**src/rtl/fns_cac_decoder.sv**
```systemverilog
// Receive-side FNS crosstalk-avoidance decoder: turns one Fibonacci-weighted codeword
// into binary by serial accumulation, and flags forbidden 010/101 patterns.
module fns_cac_decoder #(
  parameter int CW_W   = 8,
  parameter int DATA_W = 7
) (
  input  logic              clk,
  input  logic              rst_n,
  input  logic              cw_valid,
  output logic              cw_ready,
  input  logic [CW_W-1:0]   cw_in,
  output logic              data_valid,
  input  logic              data_ready,
  output logic [DATA_W-1:0] data_out,
  output logic              err_out
);

  localparam int CNT_W = (CW_W > 1) ? $clog2(CW_W) : 1;
  localparam logic [CNT_W-1:0] CNT_LAST = CNT_W'(CW_W - 1);
  localparam logic [CNT_W-1:0] CNT_CHK  = CNT_W'(CW_W - 3);

  typedef enum logic [1:0] {
    IDLE = 2'd0,
    RUN  = 2'd1,
    DONE = 2'd2
  } state_t;

  state_t             state_q, state_d;
  logic [CW_W-1:0]    sr_q, sr_d;
  logic [DATA_W-1:0]  acc_q, acc_d;
  logic [DATA_W:0]    wa_q, wa_d;
  logic [DATA_W:0]    wb_q, wb_d;
  logic [CNT_W-1:0]   cnt_q, cnt_d;
  logic               err_q, err_d;
  logic [DATA_W-1:0]  data_out_q, data_out_d;
  logic               err_out_q, err_out_d;

  // Handshakes: a transfer happens on a rising edge where valid and ready are both high;
  // a producer holds valid and its payload steady until that edge.
  assign cw_ready   = (state_q == IDLE);
  assign data_valid = (state_q == DONE);
  assign data_out   = data_out_q;
  assign err_out    = err_out_q;

  always_comb begin
    state_d    = state_q;
    sr_d       = sr_q;
    acc_d      = acc_q;
    wa_d       = wa_q;
    wb_d       = wb_q;
    cnt_d      = cnt_q;
    err_d      = err_q;
    data_out_d = data_out_q;
    err_out_d  = err_out_q;
    case (state_q)
      IDLE: begin
        if (cw_valid) begin
          sr_d    = cw_in;
          acc_d   = '0;
          wa_d    = (DATA_W+1)'(1);
          wb_d    = (DATA_W+1)'(2);
          cnt_d   = '0;
          err_d   = 1'b0;
          state_d = RUN;
        end
      end
      RUN: begin
        if (sr_q[0]) acc_d = acc_q + wa_q[DATA_W-1:0];
        wa_d  = wb_q;
        wb_d  = wa_q + wb_q;
        sr_d  = sr_q >> 1;
        cnt_d = cnt_q + 1'b1;
        // Only windows lying fully inside the codeword are examined.
        if ((cnt_q <= CNT_CHK) && ((sr_q[2:0] == 3'b010) || (sr_q[2:0] == 3'b101)))
          err_d = 1'b1;
        if (cnt_q == CNT_LAST) begin
          state_d    = DONE;
          data_out_d = err_d ? '0 : acc_d;
          err_out_d  = err_d;
        end
      end
      DONE: begin
        if (data_ready) state_d = IDLE;
      end
      default: state_d = IDLE;
    endcase
  end

  always_ff @(posedge clk or negedge rst_n) begin
    if (!rst_n) begin
      state_q    <= IDLE;
      sr_q       <= '0;
      acc_q      <= '0;
      wa_q       <= '0;
      wb_q       <= '0;
      cnt_q      <= '0;
      err_q      <= 1'b0;
      data_out_q <= '0;
      err_out_q  <= 1'b0;
    end else begin
      state_q    <= state_d;
      sr_q       <= sr_d;
      acc_q      <= acc_d;
      wa_q       <= wa_d;
      wb_q       <= wb_d;
      cnt_q      <= cnt_d;
      err_q      <= err_d;
      data_out_q <= data_out_d;
      err_out_q  <= err_out_d;
    end
  end

endmodule

```
**config.mk**
```make
export PLATFORM = sky130hd
export DESIGN_NAME = fns_cac_decoder
export DESIGN_NICKNAME = d
export VERILOG_FILES = /design/src/rtl/fns_cac_decoder.sv
export SDC_FILE = /design/constraint.sdc
export NUM_CORES = 1
export LEC_CHECK = 0
export ABC_AREA = 1
export BUFFER_PORTS_ARGS = -buffer_cell sky130_fd_sc_hd__clkbuf_2
export CAP_MARGIN = 25
export CORE_AREA = 2 2 84 102
export CTS_BUF_LIST = sky130_fd_sc_hd__clkbuf_16
export CTS_CLUSTER_DIAMETER = 120
export DETAILED_ROUTE_END_ITERATION = 7
export DIE_AREA = 0 0 86 104
export GPL_TIMING_DRIVEN = 0
export PLACE_DENSITY = 0.55
export SLEW_MARGIN = 10
export SYNTH_ARGS = -nofsm -noshare
export SYNTH_HDL_FRONTEND = slang
export SYNTH_SLANG_ARGS = --single-unit
```
**constraint.sdc**
```tcl
create_clock -name clk -period 2.3 [get_ports clk]
set_input_delay 0.345 -clock clk [delete_from_list [all_inputs] [get_ports clk]]
set_output_delay 0.345 -clock clk [all_outputs]
set_load 0.01 [all_outputs]
```
Yosys cells after proc, flatten, opt, wreduce, memory -nomap -nowiden
Index checks and enable logic that the tools add are counted.
{"block": "totals", "latchBits": 0, "regBits": 45, "output_inout_bits": 10, "n_memories": 0, "rom_bits": 0, "in_bits": 12, "ramBits": 0}
{"block": "op_classes", "shift": 0, "n_mul": 0, "n_reduce_logical": 7, "n_div": 0, "bitwise_logic": 0, "addsub": 3, "eq_ne": 8, "muxes": 20, "magnitude_cmp": 1}
{"op": "case mux 8 bit (2 select lines)", "n": 3}
{"op": "two-way mux 8 bit", "n": 3}
{"op": "two-way mux 7 bit", "n": 3}
{"op": "case mux 7 bit (2 select lines)", "n": 1}
{"op": "adder 8 bit", "n": 1}
{"op": "adder 7 bit", "n": 1}
{"op": "equality test 3 bit (second input constant)", "n": 2}
{"op": "two-way mux 2 bit", "n": 3}
{"op": "case mux 2 bit (3 select lines)", "n": 1}
{"op": "case mux 3 bit (2 select lines)", "n": 1}
{"op": "!= test 2 bit (second input constant)", "n": 2}
{"op": "AND reduction 2 bit", "n": 2}
{"op": "adder 3 x 1 -> 3 bit (second input constant)", "n": 1}
{"op": "equality test 3 x 2 -> 1 bit (second input constant)", "n": 1}
{"op": "less-or-equal comparator 3 bit (second input constant)", "n": 1}
{"op": "two-way mux 1 bit", "n": 3}
{"op": "two-way mux 3 bit", "n": 1}
{"op": "AND reduction 3 bit", "n": 1}
{"op": "equality test 2 x 1 -> 1 bit (second input constant)", "n": 1}
{"op": "equality test 2 bit (second input constant)", "n": 1}
{"op": "zero test 2 bit", "n": 1}
{"op": "!= test 2 x 1 -> 1 bit (second input constant)", "n": 1}
{"op": "case mux 1 bit (2 select lines)", "n": 1}
{"op": "nonzero test 2 bit", "n": 1}
{"op": "other kinds (2)", "n": 2}

Longest topological paths before layout
{"block": "depth", "ltp_word": 6, "mapped_depth": 12}

Worst setup path after synthesis
OpenSTA, ideal clock, no wires.
{"block": "synth_path", "path_type": "register -> register", "from": "register wa_q[0]", "to": "register data_out_q[6], in the netlist data_out[6]", "slack_ns": 0.739, "t_required_ns": 2.235, "path_stages_with_launch": 13, "t_arrival_ns": 1.496, "synth_period_minus_slack_ns": 1.561, "path_cell_list": "dfrtp_1 > ha_1 > inv_1 > fa_1 > inv_1 > nand2_1 > nand2_1 > nand3_1 > nand3_1 > nand2_1 > nand2_1 > nand3_1 > nand2_1"}
{"block": "synth_via", "elab_chain_cells": 3}
{"element": "from (decl)", "line_no": "31", "source": "logic [DATA_W:0] wa_q, wa_d;"}
{"element": "from (signal assigned)", "line_no": "104", "source": "wa_q <= wa_d;"}
{"element": "adder 7 bit", "line_no": "68", "source": "if (sr_q[0]) acc_d = acc_q + wa_q[DATA_W-1:0];"}
{"element": "two-way mux 7 bit", "line_no": "68"}
{"element": "two-way mux 7 bit", "line_no": "78", "source": "data_out_d = err_d ? '0 : acc_d;"}
{"element": "to (signal assigned)", "line_no": "108", "source": "data_out_q <= data_out_d;"}
{"element": "to (decl)", "line_no": "35", "source": "logic [DATA_W-1:0] data_out_q, data_out_d;"}
No other way between the ends.
A chain may end at the register's enable or synchronous reset.

Worst setup path in the final report
{"block": "layout_path", "from": "register wa_q[0]", "to": "register acc_q[6]"}
{"block": "layout_via", "elab_chain_cells": 3}
{"element": "adder 7 bit", "line_no": "68"}
{"element": "two-way mux 7 bit", "line_no": "68"}
{"element": "case mux 7 bit (2 select lines)", "line_no": "55", "source": "case (state_q)"}
{"element": "to (signal assigned)", "line_no": "93", "source": "acc_q <= '0;"}
{"element": "to (signal assigned)", "line_no": "103", "source": "acc_q <= acc_d;"}
{"element": "to (decl)", "line_no": "30", "source": "logic [DATA_W-1:0] acc_q, acc_d;"}
No other way between the ends.

==> key figures <==
Outcome
  – Run status: complete, no violations

Synthesis
  – Sequential share of the synthesized area: 44.5%
  – Mux share of post-synthesis cell area: 0%
  – Syn nets: 312
  – Synth unique cells: 36
  – Simple-gate area share of the yosys netlist: 21.3%
  – EDFF count, synth: 0
  – Yosys warning total: 0
  – Ys flop type: dfrtp_1
  – Post-Synth XOR/XNOR Area: 2.17%
  – Syn Inst Count: 283
  – Yosys top cell area share: 44.5%
  – Largest family of logic cells by synthesized area: simple AND/OR/NAND/NOR gates
  – Synth Area in Adders: 9.41%
  – Asr flop ratio synth: 100%
  – Compound-Gate Fraction of Synth Area: 14.7%
  – Syn Area/Cell: 8.55 um^2
  – #FFs+latches synth: 43
  – Yosys top cell by area: dfrtp_1
  – Area of the mapped netlist: 2420 um^2
  – Synth area leaders: dfrtp_1 44%, nand2_1 12%, ha_1 7.8%

Global routing
  – Largest net degree at the start of global routing: 30
  – Initial antenna violation count: 0
  – First-pass GRT wire length: 9050 um
  – Vias in the first global route: 1,912
  – Total GRT Usage: 12.8%
  – Remaining global-route overflow: 0

Timing
  – Final TNS setup: 0 ps
  – Setup Skew: 6.78 ps
  – Count of final max-slew check failures: 0
  – Final hold slack: 254 ps
  – RSZ-0062 raised after global routing: no
  – Tmin final: 1780 ps
  – Total count of hold-check failures in the final report: 0
  – Slew HR: 66.1%
  – Fmax achieved: 562 MHz
  – Fin worst setup slack: 521 ps
  – Final setup fails: 0
  – Slew of the pin with the lowest slew margin: 509 ps
  – Final worst path period share: 77.3%

Route
  – DR WL/cell: 13.0 um
  – Total routed wirelength: 5320 um
  – Routed vias/inst: 4.77
  – Drt drc: 0
  – TritonRoute pass-1 iters: 6
  – Final ANT Viol Nets: 0
  – Initial DRC Count: 90
  – Via Count: 1,950

Power
  – Worst VDD drop: 0.458 mV
  – PwrDens: 1690 nW/um^2
  – LEAKAGE: 1.48 nW

Critical path
  – Crit path kind: reg -> reg
  – Worst Path Required: 2530 ps
  – Worst Path Buf+Inv: 2
  – Critical path fanouts, max: 3
  – Slowest stage delay, CP: 400 ps
  – Critical path capture point type: register
  – Startpoint types: register
  – Reg2reg end: acc_q[6]
  – Worst path cell trace: ha_1 -> inv_1 -> fa_1 -> inv_1 -> nand2_1 -> nand2_1 -> nand3_1 -> nand3_1 -> nand2_1 -> nand2_1 -> nand3_1 -> nand2_1
  – FF-to-FF Start: wa_q[0]
  – FF-to-FF path depth: 12
  – Cell mode on critical path: nand2_1
  – Cell family with most CP delay: adder cells
  – R2R Setup Slk: 520 ps
  – Crit path DAT: 2010 ps
  – CP max stage cell: fa_1

Final layout
  – Fill count: 828
  – Fin area: 2860 um^2
  – Commonest non-fill, non-tap cells in the layout: 75 x nand2_1, 43 x dfrtp_1, 32 x inv_1, 21 x clkbuf_2
  – Area Growth Syn to Fin: 18.3%
  – Nets: 342
  – Layout cell share with drive strength beyond 1: 16.6%
  – Core Util, Final: 35.9%
  – Commonest non-fill, non-tap cell in the layout: nand2_1
  – Antenna cell count: 0

Clocking
  – Htree depth: 2
  – CTS sink cnt: 43
  – CTS Buf Count: 5
  – Clock tree buffer depth: 2
  – Clk slew on worst S/H paths: 60 ps
  – Root Buffer: clkbuf_16
  – Worst-Skew Late Latency: 290 ps
  – CTS tree: yes
  – Post-cts resize count: 0

Placement
  – Hpwl dp: 4050 um
  – Pre-CTS WS: 508 ps
  – Placed Instance Area: 2660 um^2
  – Placer Congestion: 0.828
  – Input/output buffers: 21

Die
  – Die W: 86 um
  – Number of core rows: 36
  – DIE AREA: 8940 um^2
  – Initial Util: 30.4%
  – Core area: 7970 um^2
  – I/O pin total: 22
  – Die Height: 104 um

Hold path
  – WHS Path Cells: 2
  – Worst Hold End: state_q[1]
  – Hold Path Origin: data_ready
  – Min-Delay Path Class: in -> reg

Job
  – Max Cap Viol: 0
==> how the worst max path moves through the flow <==
stage          startpoint          end  slack (ps)  cells after the start
2_1_floorplan     wa_q[0]  data_out[6]         740                     12
3_5_place_dp      wa_q[0]     acc_q[6]         510                     12
4_1_cts           wa_q[0]     acc_q[6]         490                     12
5_1_grt           wa_q[0]  data_out[4]         340                     10
3_3_place_gp      wa_q[0]  data_out[6]         510                     12
6_report          wa_q[0]     acc_q[6]         520                     12
==> kinds of logic (layout without fill, tap and decap cells) <==
| family | count (synthesis) | after routing |
|---|---|---|
| xor+xnor | 6 | 6 |
| simple gates | 114 | 114 |
| buf+inv | 44 | 75 |
| flops | 43 | 43 |
| compound gates | 59 | 59 |
| fa+ha+maj | 17 | 17 |
==> cells in the mapped netlist (all sizes together), types with 7 or more instances <==
cell / count
inv: 36
buf: 7
dfrtp: 43
nor2: 13
nand3: 14
ha: 15
nand2: 79
a21oi: 11
o22ai: 7
o21ai: 29
==> where the power goes <==
part | switching (mW) | total (mW) | internal [mW]
logic | 1.50 | 2.51 | 1.01
registers | 0.264 | 1.40 | 1.14
clock network | 0.291 | 0.910 | 0.618
==> worst reg2reg max path: cells and delay by family (launching register included) <==
family                   cells  cell delay [ps]
AND/OR/NAND/NOR              8              560
flip-flops                   1              390
buffers and inverters        2              150
adder cells (fa/ha/maj)      2              610
==> sequential cells by signal (all words and copies together) (netlist names) <==
register / cells
sr_q: 8
wa_q: 7
state_q: 2
err_q: 1
err_out: 1
wb_q: 7
acc_q: 7
data_out: 7
cnt_q: 3
==> layout make-up <==
cell class / instances / area, um^2 / share of cell area (%)
Buffer: 8 / 56.3 / 1.97
Clock buffer: 5 / 125 / 4.37
Clock inverter: 3 / 63.8 / 2.23
Inverter: 36 / 138 / 4.81
Multi-Input combinational cell: 196 / 1150 / 40.2
Sequential cell: 43 / 1080 / 37.6
Tap cell: 95 / 119 / 4.15
Timing Repair Buffer: 23 / 135 / 4.72
==> per-layer routing <==
layer  share of wire [%]  track usage [%]
met2                  50             21.6
met5                   0                0
met1                  45             16.1
met3                 3.9             3.02
met4                 1.1             3.40
==> stage by stage <==
step | cells | total power [mW]
2_1_floorplan | 283 | 3.34
6_report | 409 | 4.83
4_1_cts | 409 | 4.89
3_5_place_dp | 400 | 3.96
5_1_grt | 409 | 5.32
3_3_place_gp | 399 | 3.91
==> timing repair <==
item | 4_1_cts | 5_1_grt
setup buffers | 0 | 0
hold endpoints to repair | 11 | 0
hold buffers | 1 | 0
setup endpoints to repair | 0 | 0
No activity file was read; power rests on OpenSTA's default activity.
